==> src/rtl/run_ctrl_pkg.sv <==
// run_ctrl_pkg: shared state encoding and default debounce length for debug_run_ctrl
package run_ctrl_pkg;
  typedef enum logic [1:0] {
    HALT     = 2'd0,
    RUN      = 2'd1,
    STEP_CYC = 2'd2,
    STEP_INS = 2'd3
  } state_t;
  localparam int DEBOUNCE_DEFAULT = 50000;
endpackage

==> src/rtl/btn_debounce.sv <==
// btn_debounce: synchronises a raw button and emits a one-cycle pulse on each debounced press
module btn_debounce
  import run_ctrl_pkg::*;
#(
  parameter int DEBOUNCE_CYCLES = DEBOUNCE_DEFAULT
) (
  input  logic clk,
  input  logic rst,
  input  logic btn,
  output logic press
);
  localparam int CW = $clog2(DEBOUNCE_CYCLES + 1);
  logic [1:0] sync;
  logic [CW-1:0] cnt;
  logic level;
  logic diff, done;
  assign diff = sync[1] != level;
  assign done = cnt == CW'(DEBOUNCE_CYCLES - 1);
  // level follows the synced button only after it has differed for DEBOUNCE_CYCLES cycles in a row
  always_ff @(posedge clk or posedge rst) begin
    if (rst) begin
      sync  <= '0;
      cnt   <= '0;
      level <= 1'b0;
      press <= 1'b0;
    end else begin
      sync  <= {sync[0], btn};
      press <= diff & done & sync[1];
      cnt   <= (diff & !done) ? cnt + CW'(1) : '0;
      level <= (diff & done) ? sync[1] : level;
    end
  end
endmodule

==> src/rtl/debug_run_ctrl.sv <==
// debug_run_ctrl: run/step/breakpoint controller driving the datapath clock enable
module debug_run_ctrl
  import run_ctrl_pkg::*;
#(
  parameter int ADDR_WIDTH      = 16,
  parameter int NUM_BP          = 4,
  parameter int DEBOUNCE_CYCLES = DEBOUNCE_DEFAULT,
  parameter int CNT_WIDTH       = 32
) (
  input  logic                         i_clk,
  input  logic                         i_reset,
  input  logic                         i_btnStep,
  input  logic                         i_swInstrNCycle,
  input  logic                         i_swStepNRun,
  input  logic                         i_swEnableBreakpoint,
  input  logic [NUM_BP*ADDR_WIDTH-1:0] i_bpAddresses,
  input  logic [NUM_BP-1:0]            i_bpValid,
  input  logic                         i_instrDone,
  input  logic [ADDR_WIDTH-1:0]        i_pc,
  output logic                         o_cpuEnable,
  output logic                         o_halted,
  output logic [NUM_BP-1:0]            o_bpHit,
  output logic [CNT_WIDTH-1:0]         o_cycleCount,
  output logic [CNT_WIDTH-1:0]         o_instrCount
);
  state_t state, next;
  logic [1:0] instr_sync, step_sync, bp_sync, warm;
  logic [NUM_BP-1:0] bp_match;
  logic step_req, done, checked, hit, leave;
  btn_debounce #(.DEBOUNCE_CYCLES(DEBOUNCE_CYCLES)) u_debounce (
    .clk  (i_clk),
    .rst  (i_reset),
    .btn  (i_btnStep),
    .press(step_req)
  );
  // switch synchronisers; warm holds the FSM in HALT until the chains carry real switch values
  always_ff @(posedge i_clk or posedge i_reset) begin
    if (i_reset) begin
      instr_sync <= '0;
      step_sync  <= '0;
      bp_sync    <= '0;
      warm       <= '0;
    end else begin
      instr_sync <= {instr_sync[0], i_swInstrNCycle};
      step_sync  <= {step_sync[0], i_swStepNRun};
      bp_sync    <= {bp_sync[0], i_swEnableBreakpoint};
      warm       <= {warm[0], 1'b1};
    end
  end
  for (genvar k = 0; k < NUM_BP; k++) begin : g_bp
    assign bp_match[k] = i_bpValid[k] & bp_sync[1] &
                         (i_bpAddresses[k*ADDR_WIDTH +: ADDR_WIDTH] == i_pc);
  end
  assign done    = o_cpuEnable & i_instrDone;
  assign checked = done & (state == RUN || state == STEP_INS);
  assign hit     = checked & |bp_match;
  assign leave   = state == HALT && next != HALT;
  // next-state: run beats step, breakpoints and step-mode halts only land on instruction boundaries
  always_comb begin
    next = state;
    case (state)
      HALT:     if (warm[1]) next = !step_sync[1] ? RUN :
                                    step_req ? (instr_sync[1] ? STEP_INS : STEP_CYC) : HALT;
      STEP_CYC: next = HALT;
      STEP_INS: next = done ? HALT : STEP_INS;
      RUN:      next = (hit | (done & step_sync[1])) ? HALT : RUN;
      default:  next = HALT;
    endcase
  end
  // state, registered enable/halt decode, sticky hit flags and counters
  always_ff @(posedge i_clk or posedge i_reset) begin
    if (i_reset) begin
      state        <= HALT;
      o_cpuEnable  <= 1'b0;
      o_halted     <= 1'b1;
      o_bpHit      <= '0;
      o_cycleCount <= '0;
      o_instrCount <= '0;
    end else begin
      state        <= next;
      o_cpuEnable  <= next != HALT;
      o_halted     <= next == HALT;
      o_bpHit      <= leave ? '0 : o_bpHit | (checked ? bp_match : '0);
      o_cycleCount <= o_cycleCount + CNT_WIDTH'(o_cpuEnable);
      o_instrCount <= o_instrCount + CNT_WIDTH'(done);
    end
  end
endmodule
==> config.mk <==
export PLATFORM = sky130hd
export DESIGN_NAME = debug_run_ctrl
export DESIGN_NICKNAME = d
export VERILOG_FILES = /design/src/rtl/run_ctrl_pkg.sv /design/src/rtl/btn_debounce.sv /design/src/rtl/debug_run_ctrl.sv
export SDC_FILE = /design/constraint.sdc
export NUM_CORES = 1
export LEC_CHECK = 0
export CAP_MARGIN = 10
export CORE_MARGIN = 2
export CORE_UTILIZATION = 30
export DETAILED_ROUTE_END_ITERATION = 16
export SLEW_MARGIN = 40
export SYNTH_ARGS = -nofsm -noshare
export SYNTH_HDL_FRONTEND = slang
export SYNTH_SLANG_ARGS = --single-unit
==> constraint.sdc <==
create_clock -name i_clk -period 5.2 [get_ports i_clk]
set_clock_uncertainty 0.2 [all_clocks]
set_input_delay 1.04 -clock i_clk [delete_from_list [all_inputs] [get_ports i_clk]]
set_output_delay 1.04 -clock i_clk [all_outputs]
set_load 0.05 [all_outputs]
==> impl_metrics.env, run 1 <==
export IMPL_status="complete, no violations"
export IMPL_postPlaceCellArea_mm2=0.00668
export IMPL_start_util_pct=30.5
export IMPL_dpl_cell_count=817
export IMPL_rrSetupSlack_ns=2.83
export IMPL_crit_path_max_fanout=4
export IMPL_yosysMostFrequentCell="dfrtp_1"
export IMPL_dr_pass1_iters=4
export IMPL_grt_start_max_net_pins=82
export IMPL_yosys_area_top_type="dfrtp_1"
export IMPL_cts_tree="yes"
export IMPL_multi_input_comb_area_mm2=0.00228
export IMPL_fillers=1503
export IMPL_fp_coreArea_mm2=0.0158
export IMPL_synth_seq_cells=100
export IMPL_die_h_um=131
export IMPL_min_to="bp_sync[1]"
export IMPL_cts_buffers=9
export IMPL_syn_nets=541
export IMPL_grt_pass1_vias=3716
export IMPL_cp_required_ns=5.22
export IMPL_fin_crit_ns=3.15
export IMPL_leakagePower_nw=2.93
export IMPL_synth_top_cell_area_share_pct=51.4
export IMPL_cellPowerDensity_mw_per_mm2=318
export IMPL_ant_nets=0
export IMPL_path_clk_slew_ns=0.07
export IMPL_worstReg2RegStart="o_cpuEnable"
export IMPL_drt_wl_total_mm=12.1
export IMPL_reg2reg_to="o_instrCount[31]"
export IMPL_cts_setup_buffers=0
export IMPL_io_buffers=160
export IMPL_pin_count=161
export IMPL_netlist_instances=445
export IMPL_hold_ws_ns=0.148
export IMPL_yosysSeqAreaShare_pct=52.0
export IMPL_hp_class="reg -> reg"
export IMPL_cts_sinks=100
export IMPL_ys_async_sr_fraction_pct=100
export IMPL_finalHoldViolCount=0
export IMPL_maxSlewHeadroom_pct=50.0
export IMPL_startpoint_type="primary input"
export IMPL_min_from="bp_sync[0]"
export IMPL_rsz0062_at_grt="false"
export IMPL_vias=3712
export IMPL_wl_per_cell_um=14.5
export IMPL_worst_slack_ns=2.05
export IMPL_reg2regPathDepth=8
export IMPL_die_area_mm2=0.0171
export IMPL_grt_pass1_wl_mm=19.3
export IMPL_final_cells=833
export IMPL_placementRows=46
export IMPL_num_antenna_cells=0
export IMPL_ir_drop_mv=0.248
export IMPL_dp_hpwl_mm=9.56
export IMPL_end_kind="register"
export IMPL_syn_area_per_cell_um2=10.8
export IMPL_maxCapViolCount=0
export IMPL_cts_root_buffer="clkbuf_16"
export IMPL_synth_edf_count=0
export IMPL_worstMarginPinSlew_ns=0.744
export IMPL_worst_ep_arrival_time_ns=3.17
export IMPL_p_total_mw=2.23
export IMPL_synth_area_mm2=0.00482
export IMPL_grt_ovfl_total=0
export IMPL_synth_cell_types=26
export IMPL_finalSetupViolCount=0
export IMPL_h_tree_depth=3
export IMPL_drt_initial_drc_count=157
export IMPL_fin_nets=708
export IMPL_hold_buffers=0
export IMPL_slew_viol_final=0
export IMPL_area_growth_pct=45.7
export IMPL_die_w_um=131
export IMPL_fin_area_mm2=0.00702
export IMPL_antenna_found_initial=0
export IMPL_min_path_cells=0
export IMPL_synth_warnings=0
export IMPL_fmax_ghz=0.317
export IMPL_fin_setup_tns_ns=0
export IMPL_clock_path_buffers=2
export IMPL_grt_util_all_layers_pct=14.6
export IMPL_ys_top_cells_by_area="dfrtp_1 (51%), xnor2_1 (16%), xor2_1 (9.5%)"
export IMPL_regArea_mm2=0.00250
export IMPL_period_share_pct=60.7
export IMPL_routabilityCongestion=0.893
export IMPL_ys_top_cells_by_count="dfrtp_1 (99), xnor2_1 (87), xor2_1 (52)"
export IMPL_post_place_ws_ns=1.69
export IMPL_drive_above_1_share_pct=3.57
export IMPL_clock_latency_ns=0.34
export IMPL_path_class="in -> reg"
export IMPL_vias_per_cell=4.46
export IMPL_synthFlopType="dfrtp_1"
export IMPL_utilization_pct=44.5
export IMPL_drc_errors=0
export IMPL_ctsResizeCount=0
[report_power, final]
part           total (mW)  internal, mW  leakage (nW)  switching, mW
combinational       0.574         0.233          1.43          0.341
clock               0.736         0.459         0.169          0.277
sequential          0.918         0.846          1.33         0.0718
total                2.23          1.54          2.93          0.690
[kinds of logic after synthesis]
group	count (synthesis)	synth area share, %
and+or+nand+nor	182	19.4
xor gates and xnor gates	139	25.3
DFF	100	52.0
buffers and inverters	9	0.701
AOI/OAI and AO/OA	8	0.987
adders and majority gates	5	1.30
other	1	0.0779
muxes	1	0.234
[critical path, cell delays in order]
cell	delay, ns
clkdlybuf4s50_1	0.53
xor2_1	0.21
nor4_1	0.35
nand4_1	0.14
nor4_1	0.37
nor4_1	0.15
or3_1	0.38
[how the worst max path moves through the flow]
stage	slack (ns)	from	depth (start not counted)	endpoint
finish	2.05	i_pc[11]	7	state[0]
detailed placement	1.69	i_instrDone	9	o_instrCount[31]
floorplan	1.34	i_reset	1	bp_sync[0]
global route	1.86	i_instrDone	9	o_instrCount[31]
CTS	2.03	i_instrDone	9	o_instrCount[31]
global placement	1.71	i_pc[11]	7	o_cpuEnable
[per-layer routing]
metal / GRT usage (%) / up-vias / routed length [um]
li1: - / 1831 / -
met1: 19.7 / 1789 / 5390
met2: 23.3 / 73 / 5970
met3: 3.71 / 19 / 477
met4: 4.13 / 0 / 221
met5: 0 / - / 0
[state kept, by name, summed over array words and instances, names as in the netlist]
register / flops
o_halted: 1
state: 2
warm: 2
u_debounce.press: 1
instr_sync: 2
step_sync: 2
o_instrCount: 32
u_debounce.cnt: 16
o_bpHit: 4
u_debounce.sync: 2
u_debounce.level: 1
o_cpuEnable: 1
bp_sync: 2
o_cycleCount: 32
[layout make-up]
class	instances	area share [%]
flip-flops and latches	100	35.7
inverters	4	0.285
clock inverters	4	0.998
clock buffers	12	3.80
multi-input cells	336	32.5
repair buffers	161	22.9
well taps	216	3.85
[cells in the final DEF (no fill, tap or decap), types with 5 or more instances in the layout]
cell / instances
clkdlybuf4s50_1: 160
dfrtp_1: 99
xnor2_1: 87
xor2_1: 52
nand2_1: 38
nor2_1: 34
nand3_1: 31
nand4_1: 23
and3_1: 16
nor4_1: 10
clkbuf_16: 9
and2_1: 8
nor3_1: 8
and4_1: 8
a21oi_1: 6
ha_1: 5
(Power assumes the default switching activity.)
==> inputs of run 2 (changes only) <==
==> constraint.sdc (replaced) <==
create_clock -name i_clk -period 2.65 [get_ports i_clk]
set_clock_uncertainty 0.2 [all_clocks]
set_input_delay 0.53 -clock i_clk [delete_from_list [all_inputs] [get_ports i_clk]]
set_output_delay 0.53 -clock i_clk [all_outputs]
set_load 0.05 [all_outputs]
==> impl_metrics.env, run 2 (synthesis gave the netlist of run 1 again) <==
export IMPL_reg2reg_to="o_cycleCount[27]"
export IMPL_timing_critical_path_slowest_stage_cell="clkdlybuf4s50_1"
export IMPL_cts_tree="yes"
export IMPL_path_clk_slew_ns=0.06
export IMPL_reg_top3="o_cycleCount x32, o_instrCount x32, u_debounce.cnt x16"
export IMPL_grt_start_max_net_pins=101
export IMPL_io_buffers=160
export IMPL_rsz0062_at_grt="false"
export IMPL_wl_per_cell_um=14.3
export IMPL_switching_power_mw=1.35
export IMPL_drive_above_1_share_pct=7.47
export IMPL_antenna_found_initial=0
export IMPL_worstReg2RegStart="o_cpuEnable"
export IMPL_fin_nets=734
export IMPL_power_share_clock_pct=29.9
export IMPL_path_class="in -> reg"
export IMPL_drt_wl_total_mm=12.3
export IMPL_period_share_pct=96.7
export IMPL_worst_slack_ns=0.0886
export IMPL_cp_required_ns=2.66
export IMPL_grt_ovfl_total=0
export IMPL_postPlaceCellArea_mm2=0.00689
export IMPL_final_common_cell="clkdlybuf4s50_1"
export IMPL_leakagePower_nw=3.02
export IMPL_worst_setup_path_endpoint="o_cpuEnable"
export IMPL_clock_path_buffers=2
export IMPL_start_util_pct=30.5
export IMPL_crit_start="i_pc[15]"
export IMPL_ant_nets=0
export IMPL_hp_class="reg -> reg"
export IMPL_placementRows=46
export IMPL_startpoint_type="primary input"
export IMPL_reg2regPathDepth=7
export IMPL_cts_buffers=9
export IMPL_fillers=1506
export IMPL_maxCapViolCount=0
export IMPL_grt_pass1_vias=3951
export IMPL_pwr_share_seq_pct=42.6
export IMPL_hold_ws_ns=0.145
export IMPL_dpl_cell_count=843
export IMPL_cts_sinks=100
export IMPL_combinationalPowerShare_pct=27.6
export IMPL_routabilityCongestion=0.874
export IMPL_pin_count=161
export IMPL_cts_setup_buffers=0
export IMPL_vias_per_cell=4.45
export IMPL_grt_util_all_layers_pct=14.7
export IMPL_die_w_um=131
export IMPL_maxSlewHeadroom_pct=53.7
export IMPL_drt_initial_drc_count=171
export IMPL_crit_path_max_fanout=4
export IMPL_finalSetupViolCount=0
export IMPL_cts_root_buffer="clkbuf_16"
export IMPL_p_int_mw=2.89
export IMPL_post_place_ws_ns=-0.285
export IMPL_die_h_um=131
export IMPL_worstMarginPinSlew_ns=0.688
export IMPL_vias=3821
export IMPL_ir_drop_mv=0.539
export IMPL_cp_cell_sequence="clkdlybuf4s50_1 > xnor2_1 > nand4_1 > or4_4 > o211ai_2 > nor4_1 > or3_1"
export IMPL_cellPowerDensity_mw_per_mm2=590
export IMPL_worst_ep_arrival_time_ns=2.57
export IMPL_slowest_delay_ns=0.58
export IMPL_area_growth_pct=49.2
export IMPL_grt_pass1_wl_mm=19.7
export IMPL_die_area_mm2=0.0171
export IMPL_fp_coreArea_mm2=0.0158
export IMPL_dr_pass1_iters=4
export IMPL_drc_errors=0
export IMPL_h_tree_depth=3
export IMPL_fin_setup_tns_ns=0
export IMPL_fmax_ghz=0.390
export IMPL_final_cells=859
export IMPL_fin_area_mm2=0.00719
export IMPL_clock_latency_ns=0.33
export IMPL_switching_share_pct=31.9
export IMPL_layout_common_cells="clkdlybuf4s50_1 (160), dfrtp_1 (99), xnor2_1 (87), xor2_1 (52), nand2_1 (38)"
export IMPL_end_kind="register"
export IMPL_slew_viol_final=0
export IMPL_status="complete, no violations"
export IMPL_finalHoldViolCount=0
export IMPL_dp_hpwl_mm=9.76
export IMPL_fin_crit_ns=2.56
export IMPL_num_antenna_cells=0
export IMPL_rrSetupSlack_ns=0.46
## run 2: cell count changes in the layout (fill, tap and decap cells not counted), moves of 2 or more
cell      change
buf_4        +25
clkbuf_1      +4
clkbuf_8      -3
nor4_1        -2
nor4_2        +2
## run 2: how the worst min path moves through the flow
stage	start	to	slack, ns	depth (start not counted)
after floorplan	bp_sync[0]	bp_sync[1]	0.13	0
after global placement	warm[0]	warm[1]	0.13	0
after global routing	warm[0]	warm[1]	0.15	0
after CTS	step_sync[0]	step_sync[1]	0.15	0
after detailed placement	warm[0]	warm[1]	0.14	0
final	step_sync[0]	step_sync[1]	0.15	0
## run 2: per-stage QoR
step	util (%)	total power [mW]
after CTS	45.5	4.30
final	45.6	4.24
after global placement	43.7	2.99
after floorplan	-	2.48
after global routing	45.6	4.46
after detailed placement	43.7	3.01
## run 2: worst max-delay path: cells and delay by family
family / cells / cell delay, ns
AND/OR/NAND/NOR: 4 / 1.15
buffers and inverters: 1 / 0.58
AO/OA/AOI/OAI: 1 / 0.16
XOR/XNOR: 1 / 0.15
## run 2: power groups by stage
stage	clock [mW]	combinational (mW)	sequential [mW]
3_3_place_gp	0	1.16	1.83
6_report	1.27	1.17	1.80
3_5_place_dp	0	1.18	1.84
5_1_grt	1.38	1.25	1.83
4_1_cts	1.31	1.18	1.81
2_1_floorplan	0	0.298	2.18
## run 2: timing repair
item | in CTS | in global routing
hold buffers | 0 | 0
endpoints found under the setup margin | 0 | 5
resized for setup | 0 | 4
hold endpoints to repair | 0 | 0
## run 2: cell type report
cell class,instances,area [um2],share of cell area [%]
Tap cell,216,270,3.76
Clock buffer,13,240,3.34
Multi-Input combinational cell,336,2300,32.0
Inverter,4,18.8,0.261
Timing Repair Buffer,187,1820,25.3
Clock inverter,3,40.0,0.557
Sequential cell,100,2500,34.8
## run 2: layer usage
metal | GRT usage [%] | part of all wire, % | up-vias | wire (um)
met1 | 19.3 | 44 | 1842 | 5430
met2 | 24.6 | 50 | 71 | 6190
met3 | 3.26 | 3.8 | 20 | 469
met4 | 4.38 | 1.9 | 0 | 228
met5 | 0 | 0 | - | 0
li1 | - | - | 1888 | -
==> inputs of run 3 (changes only) <==
--- a/config.mk
+++ b/config.mk
@@ -7,8 +7,9 @@
 export LEC_CHECK = 0
 export CAP_MARGIN = 10
 export CORE_MARGIN = 2
-export CORE_UTILIZATION = 30
+export CORE_UTILIZATION = 31
 export DETAILED_ROUTE_END_ITERATION = 16
+export SKIP_CTS_REPAIR_TIMING = 1
 export SLEW_MARGIN = 40
 export SYNTH_ARGS = -nofsm -noshare
 export SYNTH_HDL_FRONTEND = slang
==> impl_metrics.env, run 3 (synthesis gave the netlist of run 1 again) <==
export IMPL_status="complete, no violations"
export IMPL_routabilityCongestion=0.891
export IMPL_worstMarginPinSlew_ns=0.687
export IMPL_crit_buf_inv=2
export IMPL_slew_viol_final=0
export IMPL_rsz0062_at_grt="false"
export IMPL_maxSlewHeadroom_pct=53.8
export IMPL_cellPowerDensity_mw_per_mm2=598
export IMPL_cts_buffers=9
export IMPL_die_area_mm2=0.0165
export IMPL_leakagePower_nw=3.04
export IMPL_maxCapViolCount=0
export IMPL_dp_hpwl_mm=9.65
export IMPL_met3_length_um=462
export IMPL_startpoint_type="primary input"
export IMPL_crit_path_max_fanout=3
export IMPL_grt_util_all_layers_pct=15.2
export IMPL_ir_drop_mv=0.411
export IMPL_postPlaceCellArea_mm2=0.00683
export IMPL_area_growth_pct=48.8
export IMPL_critical_path_depth=8
export IMPL_finalHoldViolCount=0
export IMPL_crit_start="i_pc[11]"
export IMPL_p_total_mw=4.29
export IMPL_grt_pass1_wl_mm=19.9
export IMPL_reg2regPathDepth=7
export IMPL_fmax_ghz=0.394
export IMPL_path_delay_family="simple AND/OR/NAND/NOR gates"
export IMPL_switching_power_mw=1.36
export IMPL_start_util_pct=31.7
export IMPL_rrSetupSlack_ns=0.29
export IMPL_cp_required_ns=2.67
export IMPL_hp_class="reg -> reg"
export IMPL_top_layer="met4"
export IMPL_power_share_clock_pct=31.0
export IMPL_worstReg2RegStart="o_cpuEnable"
export IMPL_fin_crit_ns=2.54
export IMPL_cts_sinks=100
export IMPL_finalSetupViolCount=0
export IMPL_path_clk_slew_ns=0.06
export IMPL_wl_per_cell_um=14.7
export IMPL_drt_wl_total_mm=12.2
export IMPL_slowest_delay_ns=0.52
export IMPL_cp_cell_sequence="clkdlybuf4s50_1 > buf_4 > xnor2_1 > nand4_1 > or4_4 > o211ai_2 > nor4_1 > or3_1"
export IMPL_drc_errors=0
export IMPL_clock_latency_ns=0.34
export IMPL_switching_share_pct=31.8
export IMPL_placementRows=45
export IMPL_grt_start_max_net_pins=101
export IMPL_layout_common_cells="clkdlybuf4s50_1 (159), dfrtp_1 (99), xnor2_1 (87), xor2_1 (52), nand2_1 (38)"
export IMPL_antenna_found_initial=0
export IMPL_vias_per_cell=4.67
export IMPL_p_int_mw=2.92
export IMPL_path_class="in -> reg"
export IMPL_reg2reg_to="o_cycleCount[29]"
export IMPL_end_kind="register"
export IMPL_period_share_pct=95.9
export IMPL_die_h_um=129
export IMPL_timing_critical_path_slowest_stage_cell="or4_4"
export IMPL_reg_top3="o_cycleCount x32, o_instrCount x32, u_debounce.cnt x16"
export IMPL_ant_nets=0
export IMPL_pin_count=161
export IMPL_dpl_cell_count=812
export IMPL_worst_setup_path_endpoint="state[0]"
export IMPL_clock_path_buffers=2
export IMPL_final_cells=828
export IMPL_combinationalPowerShare_pct=26.9
export IMPL_cts_root_buffer="clkbuf_16"
export IMPL_drt_initial_drc_count=188
export IMPL_final_common_cell="clkdlybuf4s50_1"
export IMPL_pwr_share_seq_pct=42.1
export IMPL_min_from="instr_sync[0]"
export IMPL_met2_wirelength_mm=6.17
export IMPL_drive_above_1_share_pct=7.34
export IMPL_worst_ep_arrival_time_ns=2.56
export IMPL_num_antenna_cells=0
export IMPL_cts_tree="yes"
export IMPL_fin_nets=731
export IMPL_vias=3867
export IMPL_dr_pass1_iters=4
export IMPL_io_buffers=160
export IMPL_wl_met1_mm=5.31
export IMPL_fp_coreArea_mm2=0.0152
export IMPL_grt_ovfl_total=0
export IMPL_h_tree_depth=3
export IMPL_die_w_um=129
export IMPL_grt_pass1_vias=3972
export IMPL_fin_area_mm2=0.00717
[run 3: cell count changes in the layout (fill, tap and decap cells not counted), moves of 2 or more]
| cell | delta |
|---|---|
| clkinv_2 | -2 |
| clkbuf_8 | +2 |
| clkinvlp_4 | +2 |
| buf_4 | -3 |
| clkbuf_1 | -2 |
[run 3: final cells by class]
class                   count  area, um2
well taps                 188        235
clock buffers              13        260
multi-input cells         336       2310
fillers                  1416       8040
inverters                   4       18.8
clock inverters             3       45.0
repair buffers            184       1800
flip-flops and latches    100       2500
[run 3: worst min path at each step]
stage	to	slack (ns)	depth (start not counted)
6_report	instr_sync[1]	0.15	0
3_3_place_gp	warm[1]	0.13	0
2_1_floorplan	bp_sync[1]	0.13	0
3_5_place_dp	instr_sync[1]	0.14	0
5_1_grt	instr_sync[1]	0.15	0
4_1_cts	instr_sync[1]	0.14	0
[run 3: worst reg2reg max path, cell delays in order (launching register included)]
cell and delay, ns:
dfrtp_1 0.42, ha_1 0.24, nand2_1 0.12, nor3_1 0.41
and2_1 0.28, and3_1 0.30, nand3_1 0.12, xnor2_1 0.15
[run 3: per-layer routing]
metal | up-vias | GRT usage (%)
li1 | 1885 | -
met1 | 1885 | 19.5
met2 | 81 | 25.8
met3 | 16 | 3.20
met4 | 0 | 4.99
met5 | - | 0
[run 3: per-stage QoR]
step,TNS [ns],util [%],hold slack [ns],setup slack (ns)
2_1_floorplan,0,-,0.131,0.160
3_3_place_gp,-2.24,44.9,0.132,-0.255
3_5_place_dp,-2.67,44.9,0.136,-0.354
4_1_cts,0,46.9,0.145,0.0242
5_1_grt,0,47.1,0.149,0.0105
6_report,0,47.1,0.148,0.109
[run 3: power by group through the flow]
stage / clock network [mW] / registers, mW / logic (mW)
floorplan: 0 / 2.18 / 0.298
global placement: 0 / 1.83 / 1.15
detailed placement: 0 / 1.83 / 1.16
CTS: 1.38 / 1.81 / 1.17
global route: 1.44 / 1.83 / 1.23
finish: 1.33 / 1.80 / 1.15
